[config.mk]
export PLATFORM = sky130hd
export DESIGN_NAME = key_code_decoder
export DESIGN_NICKNAME = d
export VERILOG_FILES = /design/src/rtl/key_pkg.sv /design/src/rtl/key_onehot_dec.sv /design/src/rtl/key_code_decoder.sv
export SDC_FILE = /design/constraint.sdc
export NUM_CORES = 1
export LEC_CHECK = 0
export CAP_MARGIN = 30
export CORE_UTILIZATION = 51
export CTS_CLUSTER_DIAMETER = 80
export DETAILED_ROUTE_END_ITERATION = 6
export PLACE_DENSITY = 0.74
export SYNTH_ARGS = -nofsm -noshare
export SYNTH_HDL_FRONTEND = slang
export SYNTH_SLANG_ARGS = --single-unit
[constraint.sdc]
create_clock -name clk -period 2.3 [get_ports clk]
set_clock_uncertainty 0.05 [all_clocks]
set_input_delay 0.345 -clock clk [delete_from_list [all_inputs] [get_ports clk]]
set_output_delay 0.345 -clock clk [all_outputs]
set_load 0.005 [all_outputs]
[src/rtl/key_pkg.sv]
// Shared types and helpers for the key code decoder.
//   key_dec_state_t : decoder FSM states
//   KEY_NUM         : number of keys (decimal digits 0..9)
//   KEY_CODE_W      : width of a BCD key code
//   is_valid_key()  : a sample is a key only when gs=1 and the code is 0..9
package key_pkg;

  localparam int unsigned KEY_NUM    = 10;
  localparam int unsigned KEY_CODE_W = 4;

  typedef enum logic [1:0] {
    IDLE,
    PRESS_DB,
    PRESSED,
    RELEASE_DB
  } key_dec_state_t;

  function automatic logic is_valid_key(input logic gs, input logic [KEY_CODE_W-1:0] code);
    return gs && (code <= 4'd9);
  endfunction

endpackage

[src/rtl/key_onehot_dec.sv]
// Combinational inverse of the keyboard encoder: 4-bit code to active-low one-hot.
//   code_i  : BCD key code
//   valid_i : 1 when code_i names a held key
//   d_n_o   : active-low one-hot image, all ones when valid_i=0 or code_i>9
module key_onehot_dec
  import key_pkg::*;
(
  input  logic [KEY_CODE_W-1:0] code_i,
  input  logic                  valid_i,
  output logic [KEY_NUM-1:0]    d_n_o
);

  always_comb begin
    d_n_o = '1;
    for (int unsigned i = 0; i < KEY_NUM; i++) begin
      if (valid_i && (code_i == KEY_CODE_W'(i))) begin
        d_n_o[i] = 1'b0;
      end
    end
  end

endmodule

[src/rtl/key_code_decoder.sv]
// Debouncing receiver for the 10-key keyboard encoder.
//   clk, rst      : clock and synchronous active-high reset
//   L, GS         : encoder key code and "key pressed" flag
//   D_n           : active-low one-hot of the held key (all ones when none)
//   key_code      : held key code, 0 when none
//   key_valid     : 1 while a debounced key is held
//   press_pulse   : one-cycle pulse when a press is accepted
//   release_pulse : one-cycle pulse when a release is accepted
//   err           : one-cycle pulse after sampling GS=1 with L>9
module key_code_decoder
  import key_pkg::*;
#(
  parameter  int unsigned DEBOUNCE_CYCLES = 4,
  localparam int unsigned CNT_W           = $clog2(DEBOUNCE_CYCLES + 1)
) (
  input  logic                  clk,
  input  logic                  rst,
  input  logic [KEY_CODE_W-1:0] L,
  input  logic                  GS,
  output logic [KEY_NUM-1:0]    D_n,
  output logic [KEY_CODE_W-1:0] key_code,
  output logic                  key_valid,
  output logic                  press_pulse,
  output logic                  release_pulse,
  output logic                  err
);

  localparam logic [CNT_W-1:0] DbMax = CNT_W'(DEBOUNCE_CYCLES);

  logic                  s_gs_q;
  logic [KEY_CODE_W-1:0] s_code_q;

  key_dec_state_t        state_q, state_d;
  logic [CNT_W-1:0]      cnt_q, cnt_d, cnt_inc;
  logic                  cand_vld_q, cand_vld_d;
  logic [KEY_CODE_W-1:0] cand_code_q, cand_code_d;

  logic                  smp_vld;
  logic [KEY_CODE_W-1:0] smp_code;
  logic                  smp_is_held, smp_is_cand, cnt_last;
  logic                  press_acc, release_acc;
  logic [KEY_CODE_W-1:0] press_code;
  logic [KEY_NUM-1:0]    onehot_n;

  logic [KEY_NUM-1:0]    d_n_q, d_n_d;
  logic [KEY_CODE_W-1:0] key_code_q, key_code_d;
  logic                  key_valid_q, key_valid_d;
  logic                  press_q, press_d, release_q, release_d, err_q, err_d;

  // "None" samples carry code 0 so a single compare matches both kind and code.
  assign smp_vld     = is_valid_key(s_gs_q, s_code_q);
  assign smp_code    = smp_vld ? s_code_q : '0;
  assign smp_is_held = smp_vld && (smp_code == key_code_q);
  assign smp_is_cand = (smp_vld == cand_vld_q) && (smp_code == cand_code_q);
  // cnt_q counts matching samples before this edge; accept on the DEBOUNCE_CYCLES-th.
  assign cnt_inc     = cnt_q + 1'b1;
  assign cnt_last    = (cnt_inc == DbMax);

  // State register
  always_ff @(posedge clk) begin
    if (rst) begin
      s_gs_q      <= 1'b0;
      s_code_q    <= '0;
      state_q     <= IDLE;
      cnt_q       <= '0;
      cand_vld_q  <= 1'b0;
      cand_code_q <= '0;
      d_n_q       <= '1;
      key_code_q  <= '0;
      key_valid_q <= 1'b0;
      press_q     <= 1'b0;
      release_q   <= 1'b0;
      err_q       <= 1'b0;
    end else begin
      s_gs_q      <= GS;
      s_code_q    <= L;
      state_q     <= state_d;
      cnt_q       <= cnt_d;
      cand_vld_q  <= cand_vld_d;
      cand_code_q <= cand_code_d;
      d_n_q       <= d_n_d;
      key_code_q  <= key_code_d;
      key_valid_q <= key_valid_d;
      press_q     <= press_d;
      release_q   <= release_d;
      err_q       <= err_d;
    end
  end

  // Next-state logic
  always_comb begin
    state_d     = state_q;
    cnt_d       = cnt_q;
    cand_vld_d  = cand_vld_q;
    cand_code_d = cand_code_q;
    press_acc   = 1'b0;
    release_acc = 1'b0;
    press_code  = cand_code_q;
    unique case (state_q)
      IDLE: begin
        if (smp_vld) begin
          if (DEBOUNCE_CYCLES == 1) begin
            press_acc  = 1'b1;
            press_code = smp_code;
            state_d    = PRESSED;
            cnt_d      = '0;
          end else begin
            state_d     = PRESS_DB;
            cand_vld_d  = 1'b1;
            cand_code_d = smp_code;
            cnt_d       = CNT_W'(1);
          end
        end
      end
      PRESS_DB: begin
        if (!smp_vld) begin
          state_d = IDLE;
          cnt_d   = '0;
        end else if (!smp_is_cand) begin
          cand_vld_d  = 1'b1;
          cand_code_d = smp_code;
          cnt_d       = CNT_W'(1);
        end else if (cnt_last) begin
          press_acc = 1'b1;
          state_d   = PRESSED;
          cnt_d     = '0;
        end else begin
          cnt_d = cnt_inc;
        end
      end
      PRESSED: begin
        if (!smp_is_held) begin
          if (DEBOUNCE_CYCLES == 1) begin
            release_acc = 1'b1;
            state_d     = IDLE;
            cnt_d       = '0;
          end else begin
            state_d     = RELEASE_DB;
            cand_vld_d  = smp_vld;
            cand_code_d = smp_code;
            cnt_d       = CNT_W'(1);
          end
        end
      end
      RELEASE_DB: begin
        if (smp_is_held) begin
          state_d = PRESSED;
          cnt_d   = '0;
        end else if (smp_is_cand) begin
          if (cnt_last) begin
            // A valid candidate must still debounce from IDLE; no direct handoff.
            release_acc = 1'b1;
            state_d     = IDLE;
            cnt_d       = '0;
          end else begin
            cnt_d = cnt_inc;
          end
        end else begin
          cand_vld_d  = smp_vld;
          cand_code_d = smp_code;
          cnt_d       = CNT_W'(1);
        end
      end
      default: begin
        state_d = IDLE;
        cnt_d   = '0;
      end
    endcase
  end

  key_onehot_dec u_onehot (
    .code_i  (press_code),
    .valid_i (press_acc),
    .d_n_o   (onehot_n)
  );

  // Output logic: held-key outputs move together, only on accepting edges.
  always_comb begin
    d_n_d       = d_n_q;
    key_code_d  = key_code_q;
    key_valid_d = key_valid_q;
    press_d     = press_acc;
    release_d   = release_acc;
    err_d       = s_gs_q && (s_code_q > 4'd9);
    if (press_acc) begin
      d_n_d       = onehot_n;
      key_code_d  = press_code;
      key_valid_d = 1'b1;
    end else if (release_acc) begin
      d_n_d       = '1;
      key_code_d  = '0;
      key_valid_d = 1'b0;
    end
  end

  assign D_n           = d_n_q;
  assign key_code      = key_code_q;
  assign key_valid     = key_valid_q;
  assign press_pulse   = press_q;
  assign release_pulse = release_q;
  assign err           = err_q;

endmodule
==> results of run 1 <==
[cell usage in the layout, fill, tap and decap left out, types with 2 or more instances in the layout]
cell	count
dfxtp_1	33
clkdlybuf4s50_1	24
nor2b_1	10
a2bb2oi_1	9
nor2_1	7
inv_1	5
xnor2_1	5
nand4_1	5
clkbuf_4	5
nand2b_1	4
nand3b_1	4
mux2i_1	4
a22o_1	4
buf_4	4
and2_1	3
and3_1	3
a31oi_1	3
a21oi_1	3
nor3_1	3
nor3b_1	3
ha_1	3
nand2_1	2
or2_1	2
a211o_1	2
[layer usage]
metal,track usage,share of wire
met5,0,0
met4,0.0786,0.013
met3,0.0791,0.065
met2,0.343,0.48
met1,0.288,0.45
[power breakdown]
part | total [uW] | leakage [uW] | switching, uW | internal (uW)
clock network | 333 | 0.0000303 | 190 | 143
logic | 80.5 | 0.000368 | 39.7 | 40.8
registers | 593 | 0.000268 | 12.8 | 580
total | 1010 | 0.000667 | 243 | 764
[worst max-delay path by stage]
stage | start | to | slack [ns] | depth (start not counted)
global placement | s_code_q[2] | D_n[9] | 0.26 | 7
finish | s_code_q[2] | D_n[5] | 0.16 | 7
CTS | s_code_q[2] | D_n[9] | 0.16 | 7
global route | s_code_q[3] | D_n[6] | 0.005 | 6
floorplan | s_code_q[2] | key_code[2] | 0.36 | 7
detailed placement | s_code_q[2] | D_n[7] | 0.19 | 7
[cells by family after synthesis]
kind of cell | share of synthesized area
compound gates | 0.197
xor+xnor | 0.0299
fa+ha+maj | 0.0256
buf+inv | 0.0418
flops | 0.451
mux | 0.0273
simple gates | 0.227
[area by class of cell]
cell class / count / area, um2 / area share
clock buffer: 6 / 51.3 / 0.0285
inverter: 5 / 18.8 / 0.0104
multi-input combinational: 99 / 753 / 0.418
timing repair buffer: 28 / 270 / 0.150
tap: 31 / 38.8 / 0.0215
clock inverter: 1 / 7.51 / 0.00417
sequential: 33 / 661 / 0.367
[stage by stage]
step	setup slack [ns]	hold slack [ns]
after floorplan	0.360	0.423
after global placement	0.256	0.428
after detailed placement	0.188	0.430
after CTS	0.164	0.450
after global routing	0.00453	0.461
final	0.164	0.445
[timing repair]
action                                 4_1_cts  5_1_grt
endpoints found under the hold margin        0        0
resized for setup                            0        2
setup endpoints to repair                    0        6
[sequential cells by signal, indices dropped and copies added (netlist names)]
register       flops
release_pulse      1
state_q            2
s_code_q           4
s_gs_q             1
cnt_q              3
cand_code_q        4
key_code           4
D_n               10
press_pulse        1
cand_vld_q         1
err                1
key_valid          1
[worst reg2reg max path: cells and delay by family (launching register included)]
kind,cells,cell delay (ns)
buf+inv,1,0.16
simple gates,2,0.47
compound gates,4,0.98
flops,1,0.41
==> impl_metrics.json, run 1 <==
{
  "hold_path_end": "D_n[8]",
  "period_share": 0.929,
  "cts_setup_buffers": 0,
  "synth_flop_cell": "dfxtp_1",
  "clock_latency_ns": 0.34,
  "leakage_uw": 0.000667,
  "layoutNonFillerInstCount": 203,
  "critPathLaunchType": "flop",
  "hp-class": "flop to flop",
  "place_inst": 196,
  "post-dp-hpwl_um": 2270,
  "ant_nets": 0,
  "cp_data_arrival_time_ns": 2.35,
  "status": "completed",
  "synth_seq_area_share": 0.451,
  "track_usage": 0.222,
  "synth_edf_count": 0,
  "grt_overflow": 0,
  "die_h_um": 55.6,
  "syn_area_um2": 1470,
  "detailroute.via_count": 1162,
  "cap_violations": 0,
  "clkSinkCount": 33,
  "dr.pass1.iters": 4,
  "power.density_nw_per_um2": 559,
  "boundaryPins": 25,
  "cts_tree": "built",
  "drt_iter0_drc": 38,
  "synth.most_common_cell": "dfxtp_1",
  "peakVddDrop_mv": 0.600,
  "io_buffers": 24,
  "drc_errors": 0,
  "critPathKind": "flop to flop",
  "crit_family": "compound AO/OA/AOI/OAI gates",
  "fin_nets": 182,
  "yosysUniqueCellTypes": 45,
  "cp_slowest_stage_delay_ns": 0.41,
  "finalSetupViolCount": 0,
  "die-width_um": 55.6,
  "yosys.area.top_type": "dfxtp_1",
  "slew_headroom": 0.732,
  "rsz0062_at_grt": "false",
  "r2r-end": "D_n[5]",
  "cts_made_buffers": 5,
  "syn_inst": 145,
  "grt_pass1_vias": 1059,
  "ys_ff_latch": 33,
  "place_congestion": 0.819,
  "cp_max_fo": 9,
  "final_core_util": 0.659,
  "critPathSlowestCell": "dfxtp_1",
  "path_buf_inv": 1,
  "yosys-top-cells-area": "dfxtp_1 (45%), a2bb2oi_1 (5.4%), nor2b_1 (4.7%)",
  "path_cells": "or2_1, a211o_1, a32oi_2, and2_1, buf_4, a31o_4, a2bb2oi_1",
  "yosysWarnings": 0,
  "grt_pass1_wl_um": 5170,
  "hold_viol": 0,
  "synthTopCellsByCount": "dfxtp_1 (33), nor2b_1 (11), a2bb2oi_1 (9)",
  "cp_data_required_time_ns": 2.52,
  "ff2ff_setup_slack_ns": 0.16,
  "start_util": 0.536,
  "n_antenna_cell": 0,
  "syn2layout_area_growth_pct": 22.9,
  "vias_per_cell": 5.72,
  "p_total_uw": 1010,
  "worst_pin_slew_ns": 0.400,
  "fin_tns_setup_ns": 0,
  "synth_nets": 155,
  "max_freq_ghz": 0.468,
  "clockRootBuffer": "clkbuf_4",
  "slew_viol_final": 0,
  "h-tree-depth": 2,
  "finish.instance_area_um2": 1800,
  "netlist.area_leader.share": 0.451,
  "fillers": 218,
  "r2r_cells": 7,
  "clockBufferDepth": 2,
  "totalWireLength_um": 3150,
  "place_area_um2": 1730,
  "post-route-min-period_ns": 2.14,
  "routedWlPerCell_um": 15.5,
  "grt_max_degree": 27,
  "min_path_cells": 1,
  "dieArea_um2": 3090,
  "cts_hold_buf": 0,
  "syn_area_per_cell_um2": 10.1,
  "clk_pin_slew_ns": 0.10,
  "antenna_found_initial": 0,
  "drive_gt1_frac": 0.116,
  "r2r_start": "s_code_q[2]",
  "ys_async_sr_fraction": 0,
  "hold_path.startpoint": "D_n[8]",
  "cp-end-kind": "flop",
  "core_um2": 2730,
  "rows": 19
}
(Power assumes the default switching activity.)
==> run 2: changes to the inputs <==
- CORE_ASPECT_RATIO: not set -> 1.5
==> impl_metrics.json, run 2 (synthesis results as in run 1) <==
{
  "status": "completed",
  "die_h_um": 67.6,
  "drc_errors": 0,
  "boundaryPins": 25,
  "crit_family": "compound AO/OA/AOI/OAI gates",
  "clkSinkCount": 33,
  "clockBufferDepth": 2,
  "h-tree-depth": 2,
  "clock_latency_ns": 0.29,
  "ant_nets": 0,
  "cap_violations": 0,
  "final_common_cell": "dfxtp_1",
  "cp_max_fo": 9,
  "final_core_util": 0.682,
  "peakVddDrop_mv": 0.578,
  "final_cell_mix": "dfxtp_1 (33), clkdlybuf4s50_1 (24), nor2b_1 (10)",
  "grt_pass1_wl_um": 5330,
  "antenna_found_initial": 0,
  "critPathSlowestCell": "dfxtp_1",
  "fin_nets": 182,
  "critPathKind": "flop to flop",
  "r2r_start": "s_code_q[2]",
  "cp-end-kind": "flop",
  "vias_per_cell": 5.54,
  "leakage_uw": 0.000690,
  "grt_pass1_vias": 1176,
  "post-route-min-period_ns": 2.13,
  "die-width_um": 45.8,
  "syn2layout_area_growth_pct": 25.9,
  "core_um2": 2710,
  "slew_viol_final": 0,
  "routedWlPerCell_um": 15.8,
  "detailroute.via_count": 1163,
  "rows": 23,
  "slew_headroom": 0.706,
  "r2r_cells": 6,
  "period_share": 0.926,
  "drive_gt1_frac": 0.127,
  "clockRootBuffer": "clkbuf_8",
  "cts_hold_buf": 0,
  "hp-class": "flop to flop",
  "power.density_nw_per_um2": 627,
  "cp_data_required_time_ns": 2.43,
  "hold_path.startpoint": "D_n[3]",
  "r2r-end": "key_code[3]",
  "n_antenna_cell": 0,
  "post-dp-hpwl_um": 2400,
  "cts_tree": "built",
  "place_inst": 202,
  "cts_setup_buffers": 0,
  "cts_made_buffers": 5,
  "start_util": 0.542,
  "io_buffers": 24,
  "fin_tns_setup_ns": 0,
  "totalWireLength_um": 3320,
  "min_path_cells": 1,
  "track_usage": 0.239,
  "cp_slowest_stage_delay_ns": 0.38,
  "grt_max_degree": 15,
  "hold_path_end": "D_n[3]",
  "largest_reg_flops": 10,
  "clk_pin_slew_ns": 0.07,
  "place_congestion": 0.918,
  "path_cells": "or2_1, a211o_1, a32oi_2, and2_2, a31oi_1, a22o_1",
  "rsz0062_at_grt": "true",
  "hold_viol": 0,
  "max_freq_ghz": 0.470,
  "finalSetupViolCount": 0,
  "worst_pin_slew_ns": 0.441,
  "cp_data_arrival_time_ns": 2.26,
  "drt_iter0_drc": 24,
  "critPathLaunchType": "flop",
  "layoutNonFillerInstCount": 210,
  "path_buf_inv": 0,
  "dr.pass1.iters": 4,
  "fillers": 237,
  "ff2ff_setup_slack_ns": 0.17,
  "grt_overflow": 0,
  "dieArea_um2": 3100
}
## run 2: cell types whose count changed in the layout (fill, tap and decap cells not counted), sizes merged
cell | previous run | this run
clkbuf | 6 | 7
clkinv | 0 | 1
clkinvlp | 1 | 0
## run 2: worst max-delay path by stage
stage	startpoint	endpoint	slack [ns]	cells after the start
after floorplan	s_code_q[2]	key_code[2]	0.36	7
after global placement	s_code_q[2]	key_code[0]	0.17	6
after detailed placement	s_code_q[2]	key_code[0]	0.10	6
after CTS	s_code_q[2]	key_code[3]	0.07	6
after global routing	s_code_q[2]	D_n[6]	0.01	6
final	s_code_q[2]	key_code[3]	0.17	6
## run 2: metrics by stage
step | total power [uW] | hold WS, ns | setup slack [ns] | instance area [um2]
after floorplan | 659 | 0.423 | 0.360 | 1470
after CTS | 1160 | 0.445 | 0.0691 | 1840
after global placement | 680 | 0.428 | 0.171 | 1740
after global routing | 1190 | 0.455 | 0.0100 | 1840
final | 1160 | 0.442 | 0.171 | 1840
after detailed placement | 683 | 0.428 | 0.105 | 1740
## run 2: final cells by class
class	count	area, um2	share of cell area
multi-input combinational	99	747	0.405
sequential	33	661	0.358
timing repair buffer	28	270	0.147
clock buffer	7	96.3	0.0522
tap	37	46.3	0.0251
inverter	5	18.8	0.0102
clock inverter	1	5.00	0.00271
## run 2: per-layer routing
| layer | wire [um] | GRT usage | vias to the layer above | part of all wire |
|---|---|---|---|---|
| met5 | 0 | 0 | - | 0 |
| li1 | - | - | 580 | - |
| met4 | 85 | 0.114 | 0 | 0.026 |
| met2 | 1730 | 0.418 | 23 | 0.52 |
| met3 | 134 | 0.0615 | 10 | 0.040 |
| met1 | 1370 | 0.260 | 550 | 0.41 |
## run 2: power breakdown
part	leakage (uW)	total, uW	switching (uW)	internal (uW)
logic	0.000368	78.7	39.1	39.6
clock network	0.0000542	485	215	270
registers	0.000268	592	11.9	580
total	0.000690	1160	266	890
## run 2: timing repair
| item | 4_1_cts | 5_1_grt |
|---|---|---|
| hold endpoints to repair | 0 | 0 |
| resized for setup | 0 | 2 |
| setup endpoints to repair | 0 | 17 |
## run 2: worst register-to-register path, stage by stage (launching register included)
cell,delay (ns)
dfxtp_1,0.38
or2_1,0.26
a211o_1,0.27
a32oi_2,0.30
and2_2,0.30
a31oi_1,0.18
a22o_1,0.28
==> run 3: changes to the inputs <==
- CELL_PAD_IN_SITES_DETAIL_PLACEMENT: not set -> 2
- CELL_PAD_IN_SITES_GLOBAL_PLACEMENT: not set -> 2
- CORE_UTILIZATION: 51 -> 32
==> impl_metrics.json, run 3 (synthesis results as in run 1) <==
{
  "totalWireLength_um": 4130,
  "cts_tree": "built",
  "path_cells": "or2_1, a211o_1, a32oi_2, and3_1, and3_1, a2bb2oi_1",
  "power.switching_uw": 269,
  "largest_reg_flops": 10,
  "fin_nets": 186,
  "post-route-min-period_ns": 2.16,
  "period_share": 0.940,
  "start_util": 0.339,
  "hold_viol": 0,
  "track_usage": 0.187,
  "clockRootBuffer": "clkbuf_8",
  "grt_pass1_vias": 1350,
  "dr.pass1.iters": 7,
  "hp-class": "flop to flop",
  "p_sw_frac": 0.231,
  "cp_data_required_time_ns": 2.40,
  "slew_headroom": 0.710,
  "cap_violations": 0,
  "final_core_util": 0.440,
  "power.density_nw_per_um2": 612,
  "cp_slowest_stage_delay_ns": 0.41,
  "cts_hold_buf": 0,
  "drive_gt1_frac": 0.147,
  "rsz0062_at_grt": "false",
  "grt_pass1_wl_um": 6830,
  "cp_data_arrival_time_ns": 2.27,
  "clkPwrFrac": 0.414,
  "leakage_uw": 0.000708,
  "fin_tns_setup_ns": 0,
  "status": "complete, but fails checks",
  "clockBufferDepth": 2,
  "detailroute.via_count": 1237,
  "path_buf_inv": 0,
  "clock_latency_ns": 0.29,
  "pwr-share-comb": 0.075,
  "post-dp-hpwl_um": 3040,
  "drt_iter0_drc": 16,
  "grt_overflow": 0,
  "antenna_found_initial": 0,
  "die_h_um": 84.9,
  "io_buffers": 24,
  "core_um2": 4320,
  "p_int_uw": 893,
  "fillers": 466,
  "h-tree-depth": 2,
  "rows": 29,
  "grt_max_degree": 27,
  "critPathLaunchType": "flop",
  "peakVddDrop_mv": 0.317,
  "seq_power_share": 0.511,
  "slew_viol_final": 0,
  "dieArea_um2": 4860,
  "regArea_um2": 661,
  "final_common_cell": "dfxtp_1",
  "place_congestion": 0.833,
  "clkSinkCount": 33,
  "finalSetupViolCount": 0,
  "cp-end-kind": "flop",
  "violations": "DRC",
  "boundaryPins": 25,
  "drc_errors": 4,
  "multi_input_area_um2": 761,
  "crit_family": "simple AND/OR/NAND/NOR gates",
  "critPathKind": "flop to flop",
  "n_antenna_cell": 0,
  "cp_common_cell": "and3_1",
  "critPathSlowestCell": "and3_1",
  "clk_pin_slew_ns": 0.07,
  "max_freq_ghz": 0.462,
  "cts_made_buffers": 5,
  "die-width_um": 57.3,
  "worst_pin_slew_ns": 0.433,
  "syn2layout_area_growth_pct": 29.6,
  "routedWlPerCell_um": 18.5,
  "ant_nets": 0,
  "cp_max_fo": 7,
  "vias_per_cell": 5.55,
  "final_cell_mix": "dfxtp_1 (33), clkdlybuf4s50_1 (24), nor2b_1 (10)"
}
[run 3: cell count changes in the layout (fill, tap and decap cells not counted)]
cell,change
and2_1,+1
buf_4,+4
and2_2,-1
nor4_4,+1
nor4_1,-1
[run 3: timing repair]
action,4_1_cts,5_1_grt
setup buffers,0,1
endpoints found under the hold margin,0,0
setup endpoints to repair,0,16
resized for setup,0,3
[run 3: layout make-up]
| type | count | share of cell area |
|---|---|---|
| clock buffers | 7 | 0.0507 |
| clock inverters | 1 | 0.00264 |
| inverters | 5 | 0.00988 |
| multi-input cells | 99 | 0.401 |
| flip-flops and latches | 33 | 0.348 |
| well taps | 46 | 0.0303 |
| repair buffers | 32 | 0.158 |
[run 3: final timing paths]
| path | start | endpoint | slack [ns] | cells past startpoint |
|---|---|---|---|---|
| min reg2reg | D_n[1] | D_n[1] | 0.44 | 1 |
| max | s_code_q[2] | D_n[7] | 0.14 | 6 |
| max reg2reg | s_code_q[2] | D_n[7] | 0.14 | 6 |
| min | D_n[1] | D_n[1] | 0.44 | 1 |
[run 3: layer usage]
metal,vias up,track usage,part of all wire
met3,10,0.0351,0.029
met4,0,0.0887,0.033
met5,-,0,0
li1,587,-,-
met2,25,0.344,0.56
met1,615,0.199,0.38
[run 3: metrics by stage]
step	total power [uW]	cells	setup WS [ns]	hold WS, ns	cell area (um2)
6_report	1160	223	0.137	0.437	1900
5_1_grt	1210	223	0.0204	0.449	1900
4_1_cts	1180	222	0.0575	0.441	1870
3_5_place_dp	693	214	0.0944	0.429	1770
3_3_place_gp	687	214	0.230	0.426	1770
2_1_floorplan	659	145	0.360	0.423	1470
[run 3: power by group through the flow]
stage | combinational (uW) | clock (uW) | sequential [uW]
6_report | 86.7 | 481 | 594
5_1_grt | 93.6 | 523 | 596
4_1_cts | 86.4 | 501 | 594
3_5_place_dp | 85.9 | 0 | 607
3_3_place_gp | 81.7 | 0 | 605
2_1_floorplan | 57.7 | 0 | 601
